[config.mk]
export PLATFORM = sky130hd
export DESIGN_NAME = calc_autodriver_flat
export DESIGN_NICKNAME = d
export VERILOG_FILES = /design/src/rtl/calc_pkg.sv /design/src/rtl/calc_autodriver_if.sv /design/src/rtl/calc_press_gen.sv /design/src/rtl/calc_autodriver.sv /design/src/flat_wrapper.sv
export SDC_FILE = /design/constraint.sdc
export NUM_CORES = 1
export LEC_CHECK = 0
export CAP_MARGIN = 30
export CORE_MARGIN = 1
export CORE_UTILIZATION = 49
export DETAILED_ROUTE_END_ITERATION = 16
export MAX_ROUTING_LAYER = met4
export PLACE_DENSITY = 0.8
export REMOVE_ABC_BUFFERS = 1
export SETUP_SLACK_MARGIN = 0.3
export SLEW_MARGIN = 20
export SYNTH_ARGS = -nofsm -noshare
export SYNTH_HDL_FRONTEND = slang
export SYNTH_HIERARCHICAL = 1
export SYNTH_SLANG_ARGS = --single-unit
[constraint.sdc]
create_clock -name clk -period 3 [get_ports clk]
set_input_delay 0.6 -clock clk [delete_from_list [all_inputs] [get_ports clk]]
set_output_delay 0.6 -clock clk [all_outputs]
set_load 0.03 [all_outputs]
[src/rtl/calc_pkg.sv]
`default_nettype none
// ============================================================================
// Module   : calc_pkg
// Brief    : Shared types and constants for the calculator autodriver slice.
//            UNDO states exist only with CALC_AUTODRIVER_ABORT_EN defined.
// Revision : 1.0
// ============================================================================
package calc_pkg;

    localparam int C_DATA_W = 16;
    localparam int C_FLAG_W = 4;
    localparam int C_STEP_W = 3;

    typedef enum logic [1:0] {
        OP_ADD = 2'd0,
        OP_SUB = 2'd1,
        OP_OR  = 2'd2,
        OP_AND = 2'd3
    } opcode_t;

    typedef enum logic [2:0] {
        ST_IDLE       = 3'd0,
        ST_SETUP      = 3'd1,
        ST_PRESS      = 3'd2,
        ST_WAIT       = 3'd3,
        ST_RELEASE    = 3'd4
`ifdef CALC_AUTODRIVER_ABORT_EN
        ,
        ST_UNDO_SETUP = 3'd5,
        ST_UNDO_PRESS = 3'd6
`endif
    } state_t;

    typedef enum logic [1:0] {
        PG_IDLE = 2'd0,
        PG_GAP  = 2'd1,
        PG_HOLD = 2'd2
    } press_phase_t;

    function automatic int max3(input int a, input int b, input int c);
        int m;
        m = (a > b) ? a : b;
        return (m > c) ? m : c;
    endfunction

endpackage : calc_pkg
`default_nettype wire

[src/rtl/calc_autodriver_if.sv]
`default_nettype none
// ============================================================================
// Module   : calc_autodriver_if
// Brief    : Request, calculator-button and result signals of the autodriver.
// Revision : 1.0
// ============================================================================
interface calc_autodriver_if;
    import calc_pkg::*;

    logic                start;
    logic [C_DATA_W-1:0] op_a;
    logic [C_DATA_W-1:0] op_b;
    logic [1:0]          opcode;
    logic                abort;
    logic [C_DATA_W-1:0] display;
    logic [C_FLAG_W-1:0] flags;
    logic                enter;
    logic                undo;
    logic [C_DATA_W-1:0] value;
    logic                busy;
    logic                done;
    logic                aborted;
    logic [C_DATA_W-1:0] result;
    logic [C_FLAG_W-1:0] result_flags;

    modport master (
        input  start, op_a, op_b, opcode, abort, display, flags,
        output enter, undo, value, busy, done, aborted, result, result_flags
    );

    modport slave (
        output start, op_a, op_b, opcode, abort, display, flags,
        input  enter, undo, value, busy, done, aborted, result, result_flags
    );
endinterface : calc_autodriver_if
`default_nettype wire

[src/rtl/calc_press_gen.sv]
`default_nettype none
// ============================================================================
// Module   : calc_press_gen
// Brief    : One button press: gap cycles low, then hold cycles high. A go
//            pulse (re)starts the gap; ack marks the last hold cycle.
// Revision : 1.0
// ============================================================================
module calc_press_gen
    import calc_pkg::*;
#(
    parameter int C_GAP_CYCLES  = 16,
    parameter int C_HOLD_CYCLES = 16
) (
    input  wire logic clk,
    input  wire logic rst,
    input  wire logic go,
    output logic      button,
    output logic      gap_end,
    output logic      ack
);

    localparam int C_CNT_W = $clog2(max3(C_GAP_CYCLES, C_HOLD_CYCLES, 1) + 1);
    localparam logic [C_CNT_W-1:0] C_GAP_LOAD  = C_CNT_W'(C_GAP_CYCLES - 1);
    localparam logic [C_CNT_W-1:0] C_HOLD_LOAD = C_CNT_W'(C_HOLD_CYCLES - 1);

    press_phase_t        r_phase, w_phase_nxt;
    logic [C_CNT_W-1:0]  r_cnt, w_cnt_nxt;

    always_ff @(posedge clk or posedge rst) begin
        if (rst) begin
            r_phase <= PG_IDLE;
            r_cnt   <= '0;
        end else begin
            r_phase <= w_phase_nxt;
            r_cnt   <= w_cnt_nxt;
        end
    end

    always_comb begin
        w_phase_nxt = r_phase;
        w_cnt_nxt   = r_cnt;
        button      = 1'b0;
        gap_end     = 1'b0;
        ack         = 1'b0;
        case (r_phase)
            PG_GAP: begin
                if (r_cnt == '0) begin
                    gap_end     = 1'b1;
                    w_phase_nxt = PG_HOLD;
                    w_cnt_nxt   = C_HOLD_LOAD;
                end else begin
                    w_cnt_nxt = r_cnt - 1'b1;
                end
            end
            PG_HOLD: begin
                button = 1'b1;
                if (r_cnt == '0) begin
                    ack         = 1'b1;
                    w_phase_nxt = PG_IDLE;
                end else begin
                    w_cnt_nxt = r_cnt - 1'b1;
                end
            end
            default: ;
        endcase
        // A new go always wins so the owner can chain presses back to back.
        if (go) begin
            w_phase_nxt = PG_GAP;
            w_cnt_nxt   = C_GAP_LOAD;
        end
    end

endmodule : calc_press_gen
`default_nettype wire

[src/rtl/calc_autodriver.sv]
`default_nettype none
// ============================================================================
// Module   : calc_autodriver
// Brief    : Plays operand A, operand B, opcode and a final enter into the
//            calculator, capturing display/flags before the final press.
//            Abort/undo support compiled in with CALC_AUTODRIVER_ABORT_EN.
// Revision : 1.0
// ============================================================================
module calc_autodriver
    import calc_pkg::*;
#(
    parameter int C_HOLD_CYCLES   = 16,
    parameter int C_GAP_CYCLES    = 16,
    parameter int C_SETTLE_CYCLES = 4
) (
    input  wire logic          clk,
    input  wire logic          rst,
    calc_autodriver_if.master  bus
);

    localparam int C_TMR_W = $clog2(max3(C_GAP_CYCLES, C_HOLD_CYCLES, C_SETTLE_CYCLES) + 1);
    localparam logic [C_TMR_W-1:0] C_SETTLE_LOAD = C_TMR_W'(C_SETTLE_CYCLES - 1);
    localparam logic [C_TMR_W-1:0] C_GAP_LOAD    = C_TMR_W'(C_GAP_CYCLES - 1);

    state_t                r_state, w_state_nxt;
    logic [C_STEP_W-1:0]   r_step, w_step_nxt;
    logic [C_TMR_W-1:0]    r_timer, w_timer_nxt;
    logic [C_DATA_W-1:0]   r_op_a, r_op_b;
    opcode_t               r_opcode;
    logic                  r_done, w_done_nxt;
    logic                  r_aborted, w_aborted_nxt;
    logic [C_DATA_W-1:0]   r_result;
    logic [C_FLAG_W-1:0]   r_result_flags;
    logic                  w_accept, w_capture, w_go;
    logic                  w_button, w_gap_end, w_ack;

`ifdef CALC_AUTODRIVER_ABORT_EN
    logic                  r_abort_pend, w_pend_nxt;
    logic                  w_abort_req;
    assign w_abort_req = r_abort_pend | (bus.abort & (r_step < 3'd3));
`else
    logic                  w_unused_abort;
    assign w_unused_abort = bus.abort;
`endif

    calc_press_gen #(
        .C_GAP_CYCLES  (C_GAP_CYCLES),
        .C_HOLD_CYCLES (C_HOLD_CYCLES)
    ) u_press_gen (
        .clk     (clk),
        .rst     (rst),
        .go      (w_go),
        .button  (w_button),
        .gap_end (w_gap_end),
        .ack     (w_ack)
    );

    always_ff @(posedge clk or posedge rst) begin
        if (rst) begin
            r_state        <= ST_IDLE;
            r_step         <= '0;
            r_timer        <= '0;
            r_op_a         <= '0;
            r_op_b         <= '0;
            r_opcode       <= OP_ADD;
            r_done         <= 1'b0;
            r_aborted      <= 1'b0;
            r_result       <= '0;
            r_result_flags <= '0;
`ifdef CALC_AUTODRIVER_ABORT_EN
            r_abort_pend   <= 1'b0;
`endif
        end else begin
            r_state   <= w_state_nxt;
            r_step    <= w_step_nxt;
            r_timer   <= w_timer_nxt;
            r_done    <= w_done_nxt;
            r_aborted <= w_aborted_nxt;
`ifdef CALC_AUTODRIVER_ABORT_EN
            r_abort_pend <= w_pend_nxt;
`endif
            if (w_accept) begin
                r_op_a   <= bus.op_a;
                r_op_b   <= bus.op_b;
                r_opcode <= opcode_t'(bus.opcode);
            end
            if (w_capture) begin
                r_result       <= bus.display;
                r_result_flags <= bus.flags;
            end
        end
    end

    always_comb begin
        w_state_nxt   = r_state;
        w_step_nxt    = r_step;
        w_timer_nxt   = r_timer;
        w_done_nxt    = 1'b0;
        w_aborted_nxt = 1'b0;
        w_accept      = 1'b0;
        w_capture     = 1'b0;
        w_go          = 1'b0;
`ifdef CALC_AUTODRIVER_ABORT_EN
        w_pend_nxt    = r_abort_pend;
`endif
        case (r_state)
            ST_IDLE: begin
                // The done cycle is spent in IDLE but does not accept.
                if (bus.start && !r_done) begin
                    w_accept    = 1'b1;
                    w_step_nxt  = '0;
                    w_go        = 1'b1;
                    w_state_nxt = ST_SETUP;
                end
            end
            ST_SETUP: begin
                if (w_gap_end) w_state_nxt = ST_PRESS;
            end
            ST_PRESS: begin
                if (w_ack) begin
                    w_step_nxt = r_step + 3'd1;
                    if (r_step == 3'd2) begin
                        w_state_nxt = ST_WAIT;
                        w_timer_nxt = C_SETTLE_LOAD;
                    end else if (r_step == 3'd3) begin
                        w_state_nxt = ST_RELEASE;
                        w_timer_nxt = C_GAP_LOAD;
                    end else begin
                        w_state_nxt = ST_SETUP;
                        w_go        = 1'b1;
                    end
`ifdef CALC_AUTODRIVER_ABORT_EN
                    if (w_abort_req) begin
                        w_state_nxt = ST_UNDO_SETUP;
                        w_go        = 1'b1;
                        w_pend_nxt  = 1'b0;
                    end
`endif
                end
            end
            ST_WAIT: begin
                if (r_timer == '0) begin
                    w_capture   = 1'b1;
                    w_state_nxt = ST_SETUP;
                    w_go        = 1'b1;
                end else begin
                    w_timer_nxt = r_timer - 1'b1;
                end
            end
            ST_RELEASE: begin
                if (r_timer == '0) begin
                    w_state_nxt = ST_IDLE;
                    w_done_nxt  = 1'b1;
                end else begin
                    w_timer_nxt = r_timer - 1'b1;
                end
            end
`ifdef CALC_AUTODRIVER_ABORT_EN
            ST_UNDO_SETUP: begin
                if (w_gap_end) w_state_nxt = ST_UNDO_PRESS;
            end
            ST_UNDO_PRESS: begin
                if (w_ack) begin
                    w_step_nxt = r_step - 3'd1;
                    if (r_step == 3'd1) begin
                        w_state_nxt   = ST_IDLE;
                        w_done_nxt    = 1'b1;
                        w_aborted_nxt = 1'b1;
                    end else begin
                        w_state_nxt = ST_UNDO_SETUP;
                        w_go        = 1'b1;
                    end
                end
            end
`endif
            default: w_state_nxt = ST_IDLE;
        endcase

`ifdef CALC_AUTODRIVER_ABORT_EN
        // One undo press per completed enter press takes the calculator back.
        if (bus.abort) begin
            case (r_state)
                ST_SETUP: begin
                    if (r_step == 3'd0) begin
                        w_state_nxt   = ST_IDLE;
                        w_done_nxt    = 1'b1;
                        w_aborted_nxt = 1'b1;
                        w_go          = 1'b0;
                    end else if (r_step < 3'd3) begin
                        w_state_nxt = ST_UNDO_SETUP;
                        w_go        = 1'b1;
                    end
                end
                ST_WAIT: begin
                    w_state_nxt = ST_UNDO_SETUP;
                    w_go        = 1'b1;
                    w_capture   = 1'b0;
                    w_timer_nxt = r_timer;
                end
                ST_PRESS: begin
                    if ((r_step < 3'd3) && !w_ack) w_pend_nxt = 1'b1;
                end
                default: ;
            endcase
        end
`endif
    end

    always_comb begin
        bus.value = '0;
        if ((r_state == ST_SETUP) || (r_state == ST_PRESS)) begin
            case (r_step)
                3'd0:    bus.value = r_op_a;
                3'd1:    bus.value = r_op_b;
                3'd2:    bus.value = {{(C_DATA_W-2){1'b0}}, r_opcode};
                default: bus.value = '0;
            endcase
        end
    end

    assign bus.enter        = (r_state == ST_PRESS) & w_button;
`ifdef CALC_AUTODRIVER_ABORT_EN
    assign bus.undo         = (r_state == ST_UNDO_PRESS) & w_button;
`else
    assign bus.undo         = 1'b0;
`endif
    assign bus.busy         = (r_state != ST_IDLE);
    assign bus.done         = r_done;
    assign bus.aborted      = r_aborted;
    assign bus.result       = r_result;
    assign bus.result_flags = r_result_flags;

endmodule : calc_autodriver
`default_nettype wire

[src/flat_wrapper.sv]
// flat-port wrapper written by rule: the top's interface ports become plain ports
module calc_autodriver_flat import calc_pkg::*;
#(
    parameter int C_HOLD_CYCLES   = 16,
    parameter int C_GAP_CYCLES    = 16,
    parameter int C_SETTLE_CYCLES = 4
)
  (clk, rst, bus_start, bus_op_a, bus_op_b, bus_opcode, bus_abort, bus_display, bus_flags, bus_enter, bus_undo, bus_value, bus_busy, bus_done, bus_aborted, bus_result, bus_result_flags);
  calc_autodriver_if bus_i ();
  input  wire logic clk;
  input  wire logic rst;
  input wire logic [$bits(bus_i.start)-1:0] bus_start;
  input wire logic [$bits(bus_i.op_a)-1:0] bus_op_a;
  input wire logic [$bits(bus_i.op_b)-1:0] bus_op_b;
  input wire logic [$bits(bus_i.opcode)-1:0] bus_opcode;
  input wire logic [$bits(bus_i.abort)-1:0] bus_abort;
  input wire logic [$bits(bus_i.display)-1:0] bus_display;
  input wire logic [$bits(bus_i.flags)-1:0] bus_flags;
  output wire logic [$bits(bus_i.enter)-1:0] bus_enter;
  output wire logic [$bits(bus_i.undo)-1:0] bus_undo;
  output wire logic [$bits(bus_i.value)-1:0] bus_value;
  output wire logic [$bits(bus_i.busy)-1:0] bus_busy;
  output wire logic [$bits(bus_i.done)-1:0] bus_done;
  output wire logic [$bits(bus_i.aborted)-1:0] bus_aborted;
  output wire logic [$bits(bus_i.result)-1:0] bus_result;
  output wire logic [$bits(bus_i.result_flags)-1:0] bus_result_flags;
  assign bus_i.start = bus_start;
  assign bus_i.op_a = bus_op_a;
  assign bus_i.op_b = bus_op_b;
  assign bus_i.opcode = bus_opcode;
  assign bus_i.abort = bus_abort;
  assign bus_i.display = bus_display;
  assign bus_i.flags = bus_flags;
  assign bus_enter = bus_i.enter;
  assign bus_undo = bus_i.undo;
  assign bus_value = bus_i.value;
  assign bus_busy = bus_i.busy;
  assign bus_done = bus_i.done;
  assign bus_aborted = bus_i.aborted;
  assign bus_result = bus_i.result;
  assign bus_result_flags = bus_i.result_flags;
  calc_autodriver #(.C_HOLD_CYCLES(C_HOLD_CYCLES), .C_GAP_CYCLES(C_GAP_CYCLES), .C_SETTLE_CYCLES(C_SETTLE_CYCLES)) u_core (.clk(clk), .rst(rst), .bus(bus_i));
endmodule
==> impl_metrics.env <==
export IMPL_status="finished clean"
export IMPL_cts_num_sinks=73
export IMPL_critPathArrivalTime_ns=2.04
export IMPL_worst_hold_path_num_cells=1
export IMPL_synth_cell_types=53
export IMPL_drt_pass1_iterations=5
export IMPL_globalRoute_totalOverflow=0
export IMPL_worst_hold_path_type="reg2reg"
export IMPL_min_delay_worst_endpoint="u_core/bus.result[1]"
export IMPL_initial_antenna_violation_count=0
export IMPL_critical_setup_path_kind="reg2out"
export IMPL_finalSetupViolCount=0
export IMPL_leakage_nw=2.216
export IMPL_timing_clock_skew_ns=0.008518
export IMPL_vias=2703
export IMPL_numPlacedInstances=485
export IMPL_die_width_um=88.94
export IMPL_cpPeakStageDelay_ns=0.47
export IMPL_worst_endpoint_required_ns=2.40
export IMPL_final_ws_setup_ns=0.3561
export IMPL_place_congestion=0.8265
export IMPL_crit_fanout=8
export IMPL_fmaxAchievable_mhz=378.2
export IMPL_syn_area_um2=3704
export IMPL_cp_slowest_cell="sky130_fd_sc_hd__or3_4"
export IMPL_synthCells=304
export IMPL_global_route_usage_total_pct=21.55
export IMPL_grt_max_degree=67
export IMPL_dp_hpwl_um=5244
export IMPL_slew_viol_final=0
export IMPL_number_of_enable_flip_flop_cells_after_synthesis=0
export IMPL_dp_worst_setup_slack_ns=0.3002
export IMPL_r2r_end="u_core/r_timer[4]"
export IMPL_cts_tree="yes"
export IMPL_drv_cap=0
export IMPL_final_min_clock_period_ns=2.644
export IMPL_worst_ir_drop_vdd_mv=0.6169
export IMPL_timing_critical_path_to_type="output port"
export IMPL_yosys_area_top_type="sky130_fd_sc_hd__dfrtp_1"
export IMPL_ys_seq_area_share_pct=49.32
export IMPL_clk_root_buffer_cell="sky130_fd_sc_hd__clkbuf_8"
export IMPL_worst_r2r_path_depth=8
export IMPL_finish_cell_count_without_fillers=504
export IMPL_postSynth_topFlopCell="sky130_fd_sc_hd__dfrtp_1"
export IMPL_chain_of_cells_forming_the_critical_path="inv_2 > ha_2 > nor2b_4 > nor3_2 > or3_4 > nor2_2 > buf_4"
export IMPL_drive_above_1_share_pct=30.86
export IMPL_synth_area_top_cells="sky130_fd_sc_hd__dfrtp_1, sky130_fd_sc_hd__mux2_4, sky130_fd_sc_hd__mux2_2, sky130_fd_sc_hd__a22oi_1, sky130_fd_sc_hd__ha_1"
export IMPL_wl_per_cell_um=15.74
export IMPL_rrSetupSlack_ns=0.54
export IMPL_grt_pass1_vias=2715
export IMPL_design_power_total_mw=5.281
export IMPL_initial_utilization_pct=50.79
export IMPL_vias_per_cell=5.363
export IMPL_hold_buffers=0
export IMPL_post_route_period_util_pct=88.13
export IMPL_cts_buffers_inserted=9
export IMPL_slew_limit_headroom_pct=59.02
export IMPL_clock_latency_reported_for_the_late_side_of_the_worst_skew_pair_ns=0.34
export IMPL_cts_clk_slew_worst_paths_ns=0.08
export IMPL_yosys_warnings=6
export IMPL_synthToLayoutAreaGrowth_pct=33.41
export IMPL_design_die_area_um2=7910
export IMPL_drt_total_wl_um=7931
export IMPL_power_density_nw_per_um2=1069
export IMPL_port_buffers=95
export IMPL_hold_viol_final=0
export IMPL_first_pass_grt_wire_length_um=12540
export IMPL_tns_ns=0
export IMPL_antenna_diode_count=0
export IMPL_row_count=31
export IMPL_drc=0
export IMPL_core_region_area_um2=7292
export IMPL_timing_critical_path_from="u_core/r_step[0]"
export IMPL_launch_point_of_the_worst_hold_path="u_core/bus.result[1]"
export IMPL_multiInputGateArea_um2=1732
export IMPL_top_level_ports=99
export IMPL_cpLargestDelayFamily="simple AND/OR/NAND/NOR gates"
export IMPL_syn_mean_instance_area_um2=12.18
export IMPL_netlist_area_leader_share_pct=49.32
export IMPL_die_y_um=88.94
export IMPL_synth_seq_cells=73
export IMPL_ff_latch_area_um2=1828
export IMPL_transition_time_at_the_pin_with_the_least_slew_margin_ns=0.6147
export IMPL_fin_nets=465
export IMPL_cts_root_to_sink_buffers=2
export IMPL_nFillCells=544
export IMPL_worst_setup_path_start_kind="flip-flop"
export IMPL_crit_buf_inv=2
export IMPL_post_route_util_pct=67.76
export IMPL_unrepaired_setup_endpoints_after_global_routing="true"
export IMPL_cts_htree_levels=3
export IMPL_r2r_path_start="u_core/u_press_gen/r_cnt[0]"
export IMPL_route_antenna_remaining_nets=0
export IMPL_share_of_synthesized_registers_carrying_an_async_set_or_reset_pct=100.0
export IMPL_detailedRoute_firstIterationViolations=185
registers in the layout, summed over array words and instances (netlist names):
register,cells
u_core/u_press_gen/r_cnt,5
u_core/r_opcode,2
u_core/u_press_gen/r_phase,2
u_core/bus.result_flags,4
u_core/r_op_a,16
u_core/r_op_b,16
u_core/bus.done,1
u_core/r_step,3
u_core/r_state,3
u_core/bus.result,16
u_core/r_timer,5
worst max path at each step:
stage / end / slack, ns / cells past startpoint
detailed placement: u_core/u_press_gen/r_cnt[2] / 0.30 / 10
floorplan: u_core/u_press_gen/r_cnt[0] / -0.13 / 6
finish: bus_value[13] / 0.36 / 7
global placement: u_core/u_press_gen/r_cnt[2] / 0.36 / 10
global route: bus_value[13] / 0.28 / 7
CTS: bus_value[11] / 0.31 / 7
cells in the final DEF (no fill, tap or decap), types with 3 or more instances in the layout:
cell type                         netlist  final
sky130_fd_sc_hd__dfrtp_1               73     72
sky130_fd_sc_hd__a21oi_1               10      8
sky130_fd_sc_hd__inv_2                  1      3
sky130_fd_sc_hd__nor2_2                 1      6
sky130_fd_sc_hd__clkinvlp_4             0      3
sky130_fd_sc_hd__nand2b_1               3      3
sky130_fd_sc_hd__mux2i_1                3      3
sky130_fd_sc_hd__a311oi_1               3      3
sky130_fd_sc_hd__mux2_4                29     29
sky130_fd_sc_hd__nand2_1               12     12
sky130_fd_sc_hd__nor2_1                21     15
sky130_fd_sc_hd__clkdlybuf4s50_1        0     79
sky130_fd_sc_hd__o21ai_0                9      9
sky130_fd_sc_hd__ha_1                   7      6
sky130_fd_sc_hd__nor3_1                 6      4
sky130_fd_sc_hd__mux2_2                25     25
sky130_fd_sc_hd__clkbuf_8               0      9
sky130_fd_sc_hd__buf_4                  5     22
sky130_fd_sc_hd__a22oi_1               17     17
sky130_fd_sc_hd__inv_1                 15     13
layout make-up:
| class | count | area share (%) |
|---|---|---|
| Multi-Input combinational cell | 195 | 35.05 |
| Clock buffer | 9 | 2.507 |
| Timing Repair Buffer | 104 | 20.21 |
| Tap cell | 99 | 2.507 |
| Clock inverter | 7 | 1.443 |
| Sequential cell | 73 | 37.00 |
| Inverter | 17 | 1.291 |
cell families after synthesis:
| group | share of synthesized area [%] |
|---|---|
| AO/OA/AOI/OAI | 9.730 |
| XOR/XNOR | 0.7096 |
| adder cells (fa/ha/maj) | 2.365 |
| buffers and inverters | 6.486 |
| flip-flops | 49.32 |
| multiplexers | 20.17 |
| other | 0.1013 |
| AND/OR/NAND/NOR | 11.12 |
cell usage after synthesis (2+ instances only):
| library cell | n |
|---|---|
| sky130_fd_sc_hd__xor2_1 | 2 |
| sky130_fd_sc_hd__nand2b_1 | 3 |
| sky130_fd_sc_hd__nor2_1 | 21 |
| sky130_fd_sc_hd__dfrtp_1 | 73 |
| sky130_fd_sc_hd__a22oi_1 | 17 |
| sky130_fd_sc_hd__o21a_1 | 2 |
| sky130_fd_sc_hd__inv_1 | 15 |
| sky130_fd_sc_hd__mux2_2 | 25 |
| sky130_fd_sc_hd__nor2b_1 | 5 |
| sky130_fd_sc_hd__buf_12 | 3 |
| sky130_fd_sc_hd__o21ai_0 | 9 |
| sky130_fd_sc_hd__and3_2 | 2 |
| sky130_fd_sc_hd__nand2_1 | 12 |
| sky130_fd_sc_hd__nand3_1 | 2 |
| sky130_fd_sc_hd__or3_1 | 3 |
| sky130_fd_sc_hd__nor3_1 | 6 |
| sky130_fd_sc_hd__clkbuf_1 | 4 |
| sky130_fd_sc_hd__nor3b_1 | 2 |
| sky130_fd_sc_hd__o221ai_1 | 2 |
| sky130_fd_sc_hd__and2_1 | 2 |
| sky130_fd_sc_hd__buf_4 | 5 |
| sky130_fd_sc_hd__a221oi_1 | 2 |
| sky130_fd_sc_hd__ha_1 | 7 |
| sky130_fd_sc_hd__a31oi_1 | 2 |
| sky130_fd_sc_hd__a21oi_1 | 10 |
| sky130_fd_sc_hd__or3b_1 | 2 |
| sky130_fd_sc_hd__a311oi_1 | 3 |
| sky130_fd_sc_hd__mux2i_1 | 3 |
| sky130_fd_sc_hd__mux2_4 | 29 |
| sky130_fd_sc_hd__buf_2 | 6 |
| sky130_fd_sc_hd__buf_6 | 3 |
power breakdown:
| part | leakage [nW] | internal, mW | total (mW) | switching, mW |
|---|---|---|---|---|
| Clock | 0.0912 | 0.382 | 0.764 | 0.382 |
| Sequential | 0.899 | 1.41 | 1.74 | 0.335 |
| Combinational | 1.23 | 1.35 | 2.77 | 1.43 |
worst register-to-register path, stage by stage, from the launching register on:
cell	delay (ns)
sky130_fd_sc_hd__dfrtp_1	0.45
sky130_fd_sc_hd__inv_1	0.08
sky130_fd_sc_hd__ha_1	0.20
sky130_fd_sc_hd__or4b_4	0.53
sky130_fd_sc_hd__nor3_4	0.18
sky130_fd_sc_hd__and4bb_2	0.28
sky130_fd_sc_hd__o21ai_0	0.20
sky130_fd_sc_hd__o21a_1	0.23
sky130_fd_sc_hd__o21a_1	0.19
metrics by stage:
step | hold slack (ns) | area (um^2)
after floorplan | 0.4034 | 3531
after global placement | 0.4888 | 4631
after detailed placement | 0.4937 | 4631
after CTS | 0.5127 | 4836
after global routing | 0.5244 | 4941
final | 0.5069 | 4941
what timing repair did:
action	4_1_cts	5_1_grt
resized for setup	2	25
setup endpoints to repair	19	27
gates cloned	0	1
pin swaps	1	1
setup buffers	0	2
metal layers:
metal / vias up / track usage [%] / share of wire [%]
met3: 12 / 5.910 / 5.5
met5: - / - / 0
met2: 81 / 32.52 / 50
met1: 1338 / 28.94 / 43
li1: 1272 / - / -
met4: 0 / 5.772 / 1.2
Power figures use the tool's default switching activity.
